<file path="src/rtl/pool_layer_generic.sv">
// Streaming max/average pooling over a raster, channel-major pixel stream.
// One line buffer entry per window column accumulates partial results.
module pool_layer_generic #(
  parameter int IMG_SIZE   = 24,
  parameter int CHANNELS   = 2,
  parameter int POOL_SIZE  = 2,
  parameter int DATA_WIDTH = 16
) (
  input  logic                         clk,
  input  logic                         reset,
  input  logic                         start,
  input  logic                         mode,
  input  logic                         relu_en,
  input  logic                         data_valid,
  input  logic signed [DATA_WIDTH-1:0] data_in,
  output logic                         busy,
  output logic                         result_valid,
  output logic signed [DATA_WIDTH-1:0] data_out,
  output logic [(CHANNELS > 1 ? $clog2(CHANNELS) : 1)-1:0] out_channel,
  output logic                         finish
);

  localparam int LOG2P = $clog2(POOL_SIZE);
  localparam int ACC_W = DATA_WIDTH + 2 * LOG2P;
  localparam int NWIN  = IMG_SIZE / POOL_SIZE;
  localparam int CW    = $clog2(IMG_SIZE);
  localparam int CHW   = CHANNELS > 1 ? $clog2(CHANNELS) : 1;

  localparam logic [1:0] S_IDLE = 2'd0;
  localparam logic [1:0] S_RUN  = 2'd1;
  localparam logic [1:0] S_DONE = 2'd2;

  localparam logic [CW-1:0]  LAST_PIX = CW'(IMG_SIZE - 1);
  localparam logic [CHW-1:0] LAST_CH  = CHW'(CHANNELS - 1);

  if (!(POOL_SIZE == 2 || POOL_SIZE == 4) ||
      (IMG_SIZE % POOL_SIZE) != 0) begin : g_bad_param
    $error("pool_layer_generic: unsupported POOL_SIZE/IMG_SIZE");
  end

  logic [1:0]     state;
  logic [CW-1:0]  col;
  logic [CW-1:0]  row;
  logic [CHW-1:0] ch;
  logic           mode_q;
  logic           relu_q;

  logic signed [ACC_W-1:0] lb [NWIN];

  logic                    accept;
  logic                    first;
  logic                    last;
  logic                    col_end;
  logic                    row_end;
  logic                    ch_end;
  logic [CW-LOG2P-1:0]     idx;
  logic signed [ACC_W-1:0] ext;
  logic signed [ACC_W-1:0] cur;
  logic signed [ACC_W-1:0] comb;
  logic signed [ACC_W-1:0] pooled;

  assign busy    = (state == S_RUN);
  assign accept  = busy && data_valid;
  assign idx     = col[CW-1:LOG2P];
  assign first   = ~|col[LOG2P-1:0] && ~|row[LOG2P-1:0];
  assign last    = &col[LOG2P-1:0] && &row[LOG2P-1:0];
  assign col_end = (col == LAST_PIX);
  assign row_end = (row == LAST_PIX);
  assign ch_end  = (ch == LAST_CH);

  always_comb begin
    ext    = {{(2 * LOG2P){data_in[DATA_WIDTH-1]}}, data_in};
    cur    = lb[idx];
    comb   = '0;
    pooled = '0;
    if (mode_q) begin
      comb = cur + ext;
    end else begin
      comb = (ext > cur) ? ext : cur;
    end
    // Average divides by P*P with an arithmetic shift: floor toward -inf.
    pooled = mode_q ? (comb >>> (2 * LOG2P)) : comb;
    if (relu_q && pooled < 0) begin
      pooled = '0;
    end
  end

  always_ff @(posedge clk) begin
    if (reset) begin
      state        <= S_IDLE;
      col          <= '0;
      row          <= '0;
      ch           <= '0;
      mode_q       <= 1'b0;
      relu_q       <= 1'b0;
      result_valid <= 1'b0;
      finish       <= 1'b0;
      data_out     <= '0;
      out_channel  <= '0;
      for (int i = 0; i < NWIN; i++) begin
        lb[i] <= '0;
      end
    end else begin
      result_valid <= 1'b0;
      finish       <= 1'b0;
      case (state)
        S_IDLE: begin
          if (start) begin
            mode_q <= mode;
            relu_q <= relu_en;
            col    <= '0;
            row    <= '0;
            ch     <= '0;
            state  <= S_RUN;
          end
        end
        S_RUN: begin
          if (accept) begin
            lb[idx] <= first ? ext : comb;
            if (last) begin
              result_valid <= 1'b1;
              data_out     <= pooled[DATA_WIDTH-1:0];
              out_channel  <= ch;
            end
            if (col_end) begin
              col <= '0;
              if (row_end) begin
                row <= '0;
                ch  <= ch + 1'b1;
              end else begin
                row <= row + 1'b1;
              end
            end else begin
              col <= col + 1'b1;
            end
            if (col_end && row_end && ch_end) begin
              state <= S_DONE;
            end
          end
        end
        S_DONE: begin
          finish <= 1'b1;
          state  <= S_IDLE;
        end
        default: state <= S_IDLE;
      endcase
    end
  end

endmodule

</file>
<file path="config.mk">
export PLATFORM = sky130hd
export DESIGN_NAME = pool_layer_generic
export DESIGN_NICKNAME = d
export VERILOG_FILES = /design/src/rtl/pool_layer_generic.sv
export SDC_FILE = /design/constraint.sdc
export NUM_CORES = 1
export LEC_CHECK = 0
export ABC_AREA = 1
export CAP_MARGIN = 40
export CORE_UTILIZATION = 67
export DETAILED_ROUTE_END_ITERATION = 10
export PLACE_DENSITY = 0.94
export SETUP_SLACK_MARGIN = 0.15
export SYNTH_ARGS = -nofsm -noshare
export SYNTH_HDL_FRONTEND = slang
export SYNTH_SLANG_ARGS = --single-unit
export TNS_END_PERCENT = 50
</file>
<file path="constraint.sdc">
create_clock -name clk -period 6.25 [get_ports clk]
set_input_delay 1.25 -clock clk [delete_from_list [all_inputs] [get_ports clk]]
set_output_delay 1.25 -clock clk [all_outputs]
set_load 0.02 [all_outputs]
</file>
==> results.md, run 1 <==
Route:
- Wire segments on met3 add up to 7690 µm in the final route.
- The detailed router put a total of 15600 µm of wire on met1.
- The remaining design rule violation count is 1.
- The final route contains 13881 vias.
- The overall routed net length is 50200 µm.
- The highest metal layer carrying signal wires in the routed design is met4.
- In the routed layout, each cell is associated on average with a via count of 6.81.
- The detailed router finished its first iteration with 2210 violations.
- The first detailed-routing pass took 11 iterations.
- In the final routed layout, each cell accounts on average for 24.6 µm.
- Wire segments on met2 add up to 22300 µm in the final route.
- The count of antenna-violating nets left after detailed routing is 0.

Yosys:
- Of the total synthesized cell area, the portion taken by full adders, half adders and majority gates is 0.0296.
- The mean cell area of the mapped netlist is 9.68 µm².
- The count of flip-flops with a built-in enable after synthesis is 288.
- The number of synthesized register bits is 326.
- The portion of synthesized area spent on multiplexers is 0.
- The number of warnings printed during yosys synthesis is 0.
- The xor and xnor area share after synthesis is 0.00375.
- The fraction of the mapped netlist area in simple logic gates is 0.205.
- The cell with the most instances after synthesis is sky130_fd_sc_hd__nor2_1.
- In the synthesized netlist the dominant register cell turns out to be sky130_fd_sc_hd__edfxtp_1.
- The number of unique standard cell types used by synthesis is 48.
- By count the netlist is led by sky130_fd_sc_hd__nor2_1 (376), sky130_fd_sc_hd__edfxtp_1 (288), sky130_fd_sc_hd__nand2_1 (186).
- In the post-synthesis netlist, the biggest area contributors are sky130_fd_sc_hd__edfxtp_1 (53%), sky130_fd_sc_hd__nor2_1 (8.6%), sky130_fd_sc_hd__o21ai_0 (5.1%).
- The biggest area contributor in the post-synthesis netlist is sky130_fd_sc_hd__edfxtp_1.
- Of the post-synthesis cell area, the dominant cell type holds 0.529.
- For this run, asynchronously set or reset flops after synthesis account for 0.
- Summing every instance area after synthesis gives 0.0163 mm².
- The compound-gate portion of the synthesized area is 0.122.
- The gate count of the mapped netlist is 1689.
- The number of nets produced by synthesis is 1749.
- After synthesis, the largest family of logic cells by area is simple AND/OR/NAND/NOR gates.
- The sequential share of the synthesized area is 0.576.

Clock network:
- The number of instances resized during post-cts repair is 0.
- The number of buffers added for setup after CTS is 0.
- The number of sinks driven by the clock tree is 326.
- TritonCTS built the clock tree.
- The clock latency reported for the late side of the worst-skew pair is 0.60 ns.
- Clock-pin slew was measured on the worst setup and hold paths at 0.07 ns.
- The total CTS buffers is 30.
- Counting along the longest clock path gives a buffer depth of 3.
- CTS built an H-tree with a depth of 1.
- In this run, post-CTS hold repair placed 0 buffers.
- The root buffer cell chosen for the clock tree is sky130_fd_sc_hd__clkbuf_16.

Timing:
- In the finished design, the share of the clock period the worst path needs comes to 0.861.
- For the pin with the worst max-slew slack, the measured transition is 0.933 ns.
- The final max-slew violation count came to 0.
- The normalized max-slew margin is 0.378.
- The tightest hold path in the finished design has a slack of 0.426 ns.
- Setup repair after global routing left no endpoint under its margin.
- The worst clock skew on the final layout is 0.0442 ns.
- Adding up every negative setup slack in the final design gives 0 ns.
- The final critical path time including I/O delays and setup is 5.38 ns.
- Setup violations remaining at the end of the flow were counted as 0.
- The hold violation total from the final report is 0.
- The maximum frequency from static timing analysis is 186 MHz.

Finish:
- The total of fill cells in the finished design is 1419.
- The antenna diode count is 0.
- Of the cells placed in the final design, the portion with a size suffix greater than 1 is 0.112.
- The utilization after layout is 0.759.
- The relative area change from synthesis to final layout is 9.98%.
- Excluding fillers, the count of instances in the completed layout stands at 2037.
- The net total in the final layout is 1754.

Worst hold path:
- The worst hold path endpoint is row[4].
- The worst hold path belongs to the class reg2reg.
- The worst hold path depth is 1.
- In this run the most critical hold path is launched from row[4].

Setup path:
- The endpoint identified for the worst register-to-register timing path is lb[15][10].
- The kind of start point of the critical path is a register.
- STA puts the critical path data arrival time at 5.63 ns.
- The critical path's top delay family is simple AND/OR/NAND/NOR gates.
- The critical path goes through inv_1, buf_4, o21ai_0, o221ai_1, nand3_1, nand2_1, inv_1, ha_1, nand2_1, nor3_4, nand4_4, nand3_4, nand2_1, nand3_1, nand3_1, o21ai_2, inv_1.
- The worst setup path is of the reg2reg kind.
- The buffers plus inverters on the worst setup path is 4.
- For flop-to-flop paths, the worst setup slack is 0.87 ns.
- The worst setup path is captured at a register.
- The largest fanout of any net on the critical path is 58.
- Among all stages on the critical path, the largest delay is contributed by sky130_fd_sc_hd__buf_4.
- At the worst endpoint, the required time is 6.50 ns.
- The delay contributed by the slowest stage of the critical path is 0.58 ns.
- Counting cells, the worst reg-to-reg path comes to 17.

Status:
- The final reports fail on design-rule violations.
- The run finished, with violations left.

Placed design:
- The number of I/O port buffers is 41.
- Counting tap cells, the placed design contains a total of 1981 instances.
- Routability-driven placement finished with a final weighted congestion of 1.03.
- After legalization and detailed placement, the total HPWL measured 29800 µm.

GRT:
- The global-route wire length before repair is 75100 µm.
- For this run, the total global-route usage over all layers was measured as 0.410.
- The via count of the first global-routing pass is 13788.
- Entering global routing, the biggest net connects 85 pins.
- The number of antenna violations at the first check in global routing is 0.
- The global-route congestion overflow total is 0.

Power and ir drop:
- The design draws 5530 µW.
- For this design the ratio of total power to cell area is 308 mW/mm².
- IR analysis of the VDD net gives a maximum drop of 0.000285 V.
- The sequential power share is 0.450.
- Summed over all cells, the static leakage comes to 0.00683 µW.
- In this run the power spent charging and discharging nets is 1720 µW.
- The internal power of the cells totals 3810 µW.
- Of the total power, the share spent switching nets is 0.311.
- The share of total power dissipated in the clock network is 0.341.
- The share of total power dissipated in combinational logic is 0.208.

Floorplanning:
- The effective utilization at floorplan is 0.690.
- The core box area is 0.0237 mm².
- The total die area is 0.0250 mm².
- The floorplan has 56 rows.
- The horizontal extent of the die is 158 µm.
- The vertical die dimension is 158 µm.
- The top-level port count is 42.

Job:
- The max capacitance violation total is 0.
logic make-up (layout without fill, tap and decap cells):
| family | after synthesis | after routing |
|---|---|---|
| adders and majority gates | 38 | 38 |
| and+or+nand+nor | 754 | 754 |
| AOI/OAI and AO/OA | 338 | 338 |
| DFF | 326 | 326 |
| buffers and inverters | 226 | 255 |
| xor gates and xnor gates | 7 | 7 |
layout make-up:
cell class | count | area (µm²) | area share
clock buffers | 41 | 906 | 0.0504
clock inverters | 15 | 128 | 0.00710
inverters | 119 | 449 | 0.0250
multi-input cells | 1137 | 5890 | 0.328
flip-flops and latches | 326 | 9420 | 0.524
well taps | 319 | 399 | 0.0222
repair buffers | 80 | 783 | 0.0436
stage by stage:
stage	cell area (µm²)	worst slack, ns
after floorplan	16300	2.92
after global placement	16800	1.34
after detailed placement	16900	1.18
after CTS	18000	1.14
after global routing	18000	0.636
final	18000	0.870
cell usage in the layout (no fill, tap or decap), types with 2 or more instances in the layout:
cell type | netlist | routed
sky130_fd_sc_hd__a21boi_0 | 2 | 2
sky130_fd_sc_hd__dfxtp_2 | 0 | 2
sky130_fd_sc_hd__and2_4 | 9 | 9
sky130_fd_sc_hd__o221ai_1 | 37 | 37
sky130_fd_sc_hd__nand3_2 | 21 | 21
sky130_fd_sc_hd__o211ai_1 | 36 | 36
sky130_fd_sc_hd__a21oi_1 | 64 | 64
sky130_fd_sc_hd__a21o_1 | 2 | 2
sky130_fd_sc_hd__clkdlybuf4s50_1 | 0 | 41
sky130_fd_sc_hd__o21bai_1 | 4 | 4
sky130_fd_sc_hd__buf_4 | 11 | 29
sky130_fd_sc_hd__nor2_2 | 54 | 57
sky130_fd_sc_hd__inv_1 | 100 | 101
sky130_fd_sc_hd__clkbuf_1 | 50 | 3
sky130_fd_sc_hd__nand2_2 | 3 | 3
sky130_fd_sc_hd__dfxtp_1 | 38 | 35
sky130_fd_sc_hd__o21ai_0 | 166 | 166
sky130_fd_sc_hd__nand2_1 | 186 | 186
sky130_fd_sc_hd__edfxtp_1 | 288 | 288
sky130_fd_sc_hd__clkinv_2 | 0 | 5
sky130_fd_sc_hd__nor2_1 | 376 | 373
sky130_fd_sc_hd__ha_1 | 37 | 37
sky130_fd_sc_hd__nor3_1 | 9 | 9
sky130_fd_sc_hd__clkbuf_16 | 0 | 33
sky130_fd_sc_hd__clkbuf_8 | 0 | 5
sky130_fd_sc_hd__nand4_1 | 7 | 7
sky130_fd_sc_hd__clkinv_1 | 14 | 20
sky130_fd_sc_hd__inv_2 | 4 | 4
sky130_fd_sc_hd__buf_8 | 0 | 9
sky130_fd_sc_hd__o21ai_2 | 3 | 3
sky130_fd_sc_hd__nand3b_1 | 3 | 3
sky130_fd_sc_hd__o22ai_1 | 17 | 17
sky130_fd_sc_hd__a211oi_1 | 2 | 2
sky130_fd_sc_hd__xor2_1 | 7 | 7
sky130_fd_sc_hd__nand3_1 | 79 | 79
power groups by stage:
stage / sequential [µW] / clock, µW / combinational, µW
3_3_place_gp: 2530 / 0 / 1030
5_1_grt: 2490 / 1940 / 1220
2_1_floorplan: 2520 / 0 / 814
4_1_cts: 2490 / 1860 / 1100
6_report: 2490 / 1890 / 1150
3_5_place_dp: 2530 / 0 / 1080
sequential cells by signal, summed over array words and instances, names as in the netlist, named ones only:
signal	count
out_channel	1
state	2
row	5
result_valid	1
ch	1
finish	1
col	5
lb	288
data_out	16
mode_q	1
relu_q	1
routing by layer:
| metal | up-vias | track usage |
|---|---|---|
| met5 | - | 0 |
| met4 | 0 | 0.341 |
| met3 | 352 | 0.114 |
| met2 | 1344 | 0.622 |
| met1 | 6360 | 0.490 |
| li1 | 5825 | - |
worst max path at each step:
| stage | end | cells past startpoint |
|---|---|---|
| after floorplan | lb[12][7] | 26 |
| after global placement | lb[15][10] | 19 |
| after detailed placement | lb[12][10] | 18 |
| after CTS | lb[15][10] | 18 |
| after global routing | lb[15][1] | 20 |
| final | lb[15][10] | 17 |
Note: power is estimated with default switching activity, not from simulation.
==> run 2: changes to the inputs <==
--- a/config.mk
+++ b/config.mk
@@ -9,7 +9,8 @@
 export CAP_MARGIN = 40
 export CORE_UTILIZATION = 67
 export DETAILED_ROUTE_END_ITERATION = 10
-export PLACE_DENSITY = 0.94
+export PLACE_DENSITY = 0.83
+export RECOVER_POWER = 50
 export SETUP_SLACK_MARGIN = 0.15
 export SYNTH_ARGS = -nofsm -noshare
 export SYNTH_HDL_FRONTEND = slang
==> run 2 against run 1 <==
Critical path type unchanged. Via count decreased by 5.6%. Final cell count increased by 0.20%. Combinational power about the same. Critical path depth increased by 2. Worst hold slack improved by 0.017 ns. Largest cell class unchanged. The run now ends clean. Core utilization decreased by 0.46 points. Clock power about the same. Sequential share of layout area increased by 0.32 points. Register-to-register slack improved by 0.23 ns. Sequential power about the same.
==> results.md, run 2 (synthesized netlist as in run 1, its figures left out) <==
Status:
- The run finished with clean final reports.

Floorplanning:
- For this configuration, the core starts out at a cell density of 0.690.
- The total die area is 0.0250 mm².
- The number of core rows is 56.
- The top-level port count is 42.
- The die is 158 µm wide.
- The vertical die dimension is 158 µm.
- The core box area is 0.0237 mm².

Finish:
- 0 antenna diodes ended up in the layout.
- Leaving out fill and tap cells, the most frequent cell in the layout is sky130_fd_sc_hd__nor2_1.
- The sequential cells in the finished layout cover a total of 0.00942 mm².
- After the last flow step, the layout net total stands at 1760.
- The number of flip-flops under the largest register name is 288.
- The largest registers in the layout are lb: 288 flops, data_out: 16 flops.
- In the layout the commonest cells are sky130_fd_sc_hd__nor2_1 (374), sky130_fd_sc_hd__edfxtp_1 (288), sky130_fd_sc_hd__nand2_1 (186).
- The multi-input gate area in the final layout is 0.00589 mm².
- The share of cells above drive strength 1 is 0.101.
- The area growth from synthesis to layout is 9.32%.
- Measured on the finished design, the core utilization comes to 0.754.
- lb holds more flip-flops than any other register.
- The total of fill cells in the finished design is 1660.

Worst hold path:
- The worst hold path depth is 1.
- The worst hold path endpoint is row[4].
- The hold path startpoint is row[4].
- In this run the worst hold path is classified as reg2reg.

Clock network:
- The root cell of the clock tree is sky130_fd_sc_hd__clkbuf_16.
- In this run the number of H-tree levels came out at 1.
- The hold buffer count at CTS is 0.
- The number of sinks driven by the clock tree is 326.
- The clock latency reported for the late side of the worst-skew pair is 0.57 ns.
- TritonCTS built the clock tree.
- The register clock-pin slew on the reported worst setup and hold paths is 0.06 ns.
- The buffer depth of the longest clock path is 3.
- The number of instances resized during post-cts repair is 0.
- The number of buffers added for setup after CTS is 0.
- Buffers inserted during clock tree synthesis total 31.

Placed design:
- The congestion estimate from routability-driven global placement came to 0.988.
- Summed over all nets, the half-perimeter wirelength after detailed placement is 29200 µm.
- Input and output buffers added on the ports amount to 41.
- The worst slack at placement is 1.37 ns.

Setup path:
- The kind of cell with the highest combined delay along the critical path is simple AND/OR/NAND/NOR gates.
- The library cell contributing the largest single delay on the critical path is sky130_fd_sc_hd__buf_4.
- Together, buffers and inverters on the worst path number 3.
- The length in cells of the worst reg-to-reg path is 19.
- The worst setup path is of the reg2reg kind.
- By instance count, the cell type seen most on the critical path is sky130_fd_sc_hd__nand2_1.
- The terminus of the critical flop-to-flop path is lb[12][1].
- The delay contributed by the slowest stage of the critical path is 0.69 ns.
- The setup slack on the worst flop-to-flop path is 1.10 ns.
- The worst endpoint data arrival time is 5.41 ns.
- Traced cell by cell, the critical path runs through buf_4, o21ai_0, o211ai_1, o211ai_1, nand2_1, inv_1, ha_1, nand2_1, nor2_2, nand2_1, nor2_1, nand2_1, nand4_1, nand3_4, nand2_1, nand3_1, o211ai_1, and2_1, inv_1.
- In this run the worst path has a maximum fanout of 86.
- The sort of element at the end of the critical path is a register.
- The kind of start point of the critical path is a register.
- STA puts the critical path data required time at 6.51 ns.

Timing:
- The setup total negative slack is 0 ns.
- Across the routed clock network, the largest skew measured is 0.0281 ns.
- Setup repair after global routing left no endpoint under its margin.
- Dividing the final minimum period by the clock period gives 0.824.
- The worst pin sits at a relative slew slack of 0.0300.
- Static timing analysis puts the maximum clock frequency at 194 MHz.
- For the pin with the worst max-slew slack, the measured transition is 1.46 ns.
- Counting I/O delays and the setup requirement, the final critical path takes 5.15 ns.
- The final max-slew violation count is 0.
- The total setup violations reported at the end of the flow is 0.
- The hold violation total from the final report is 0.
- The final critical-path setup slack is 1.10 ns.

Route:
- Before antenna repair, the detailed router went through 6 iterations.
- The count of antenna-violating nets left after detailed routing is 0.
- Summed over all layers, the routed wires come to 45500 µm.
- Using the TritonRoute via totals, the vias-per-cell ratio works out to 6.42.
- The routed length per instance is 22.3 µm.
- The routed layout has 13098 vias.
- The number of violations reported at the end of detailed-routing iteration 0 is 1642.
- In the routed design, unresolved DRC markers number 0.

Job:
- The max capacitance violation total is 0.

GRT:
- The layer flagged by global routing as most heavily used is met2.
- The routing usage on met2 is 0.591.
- For this run the aggregate overflow at the end of global routing stands at 0.
- For met3 alone, demand over resource in global routing was 0.0564.
- The global-route usage over all layers is 0.371.
- The via count of the first global-routing pass is 12615.
- The number of antenna violations at the first check in global routing was 0.
- The met1 track utilization from global routing is 0.481.
- The first global-routing pass estimated 68800 µm of wire.
- The maximum number of pins on one net before global-route repair is 117.

Power and ir drop:
- In this run the power density over the cells is 306 mW/mm².
- VDD sags by at most 0.000231 V.
- The standby leakage power is 0.00681 µW.
-- run 2: cell count changes in the layout (fill, tap and decap cells not counted), moves of 5 or more --
| cell | previous run | this run |
|---|---|---|
| sky130_fd_sc_hd__clkbuf_1 | 3 | 22 |
| sky130_fd_sc_hd__clkdlybuf4s50_1 | 41 | 19 |
| sky130_fd_sc_hd__clkbuf_8 | 5 | 0 |
| sky130_fd_sc_hd__buf_4 | 29 | 21 |
| sky130_fd_sc_hd__dlygate4sd3_1 | 0 | 22 |
| sky130_fd_sc_hd__buf_8 | 9 | 1 |
-- run 2: final cells by class --
class / count / area share
Timing Repair Buffer: 85 / 0.0402
Clock buffer: 35 / 0.0443
Multi-Input combinational cell: 1137 / 0.330
Sequential cell: 326 / 0.527
Tap cell: 319 / 0.0223
Clock inverter: 20 / 0.0113
Inverter: 119 / 0.0251
-- run 2: where the power goes --
| group | internal [µW] | switching (µW) | total [µW] |
|---|---|---|---|
| clock network | 1070 | 788 | 1860 |
| registers | 2460 | 32.8 | 2490 |
| logic | 285 | 833 | 1120 |
| total | 3810 | 1650 | 5470 |
-- run 2: per-stage QoR --
stage	instance area, µm²	hold slack (ns)	total power, µW	std cells
final	17900	0.443	5470	2041
after global routing	17900	0.479	5620	2041
after CTS	18000	0.443	5430	2041
after detailed placement	17000	0.434	3620	1986
after global placement	16900	0.412	3590	1978
after floorplan	16300	0.403	3340	1689
-- run 2: worst register-to-register path: cells and delay by family (launching register included) --
kind	cells	cell delay, ns
buf+inv	3	0.96
flops	1	0.35
simple gates	11	2.02
compound gates	4	1.04
fa+ha+maj	1	0.49
-- run 2: layer usage --
metal / wire length [µm] / vias up
li1: - / 5836
met1: 16300 / 6168
met2: 21300 / 941
met3: 5170 / 153
met4: 2830 / 0
met5: 0 / -
-- run 2: worst max path at each step --
stage,endpoint,cells past startpoint,slack (ns),from
CTS,lb[12][1],19,1.25,register
global placement,lb[9][15],21,1.48,register
global route,lb[12][1],19,0.85,register
finish,lb[12][1],19,1.10,register
detailed placement,lb[12][1],19,1.37,register
floorplan,lb[12][7],26,2.92,register
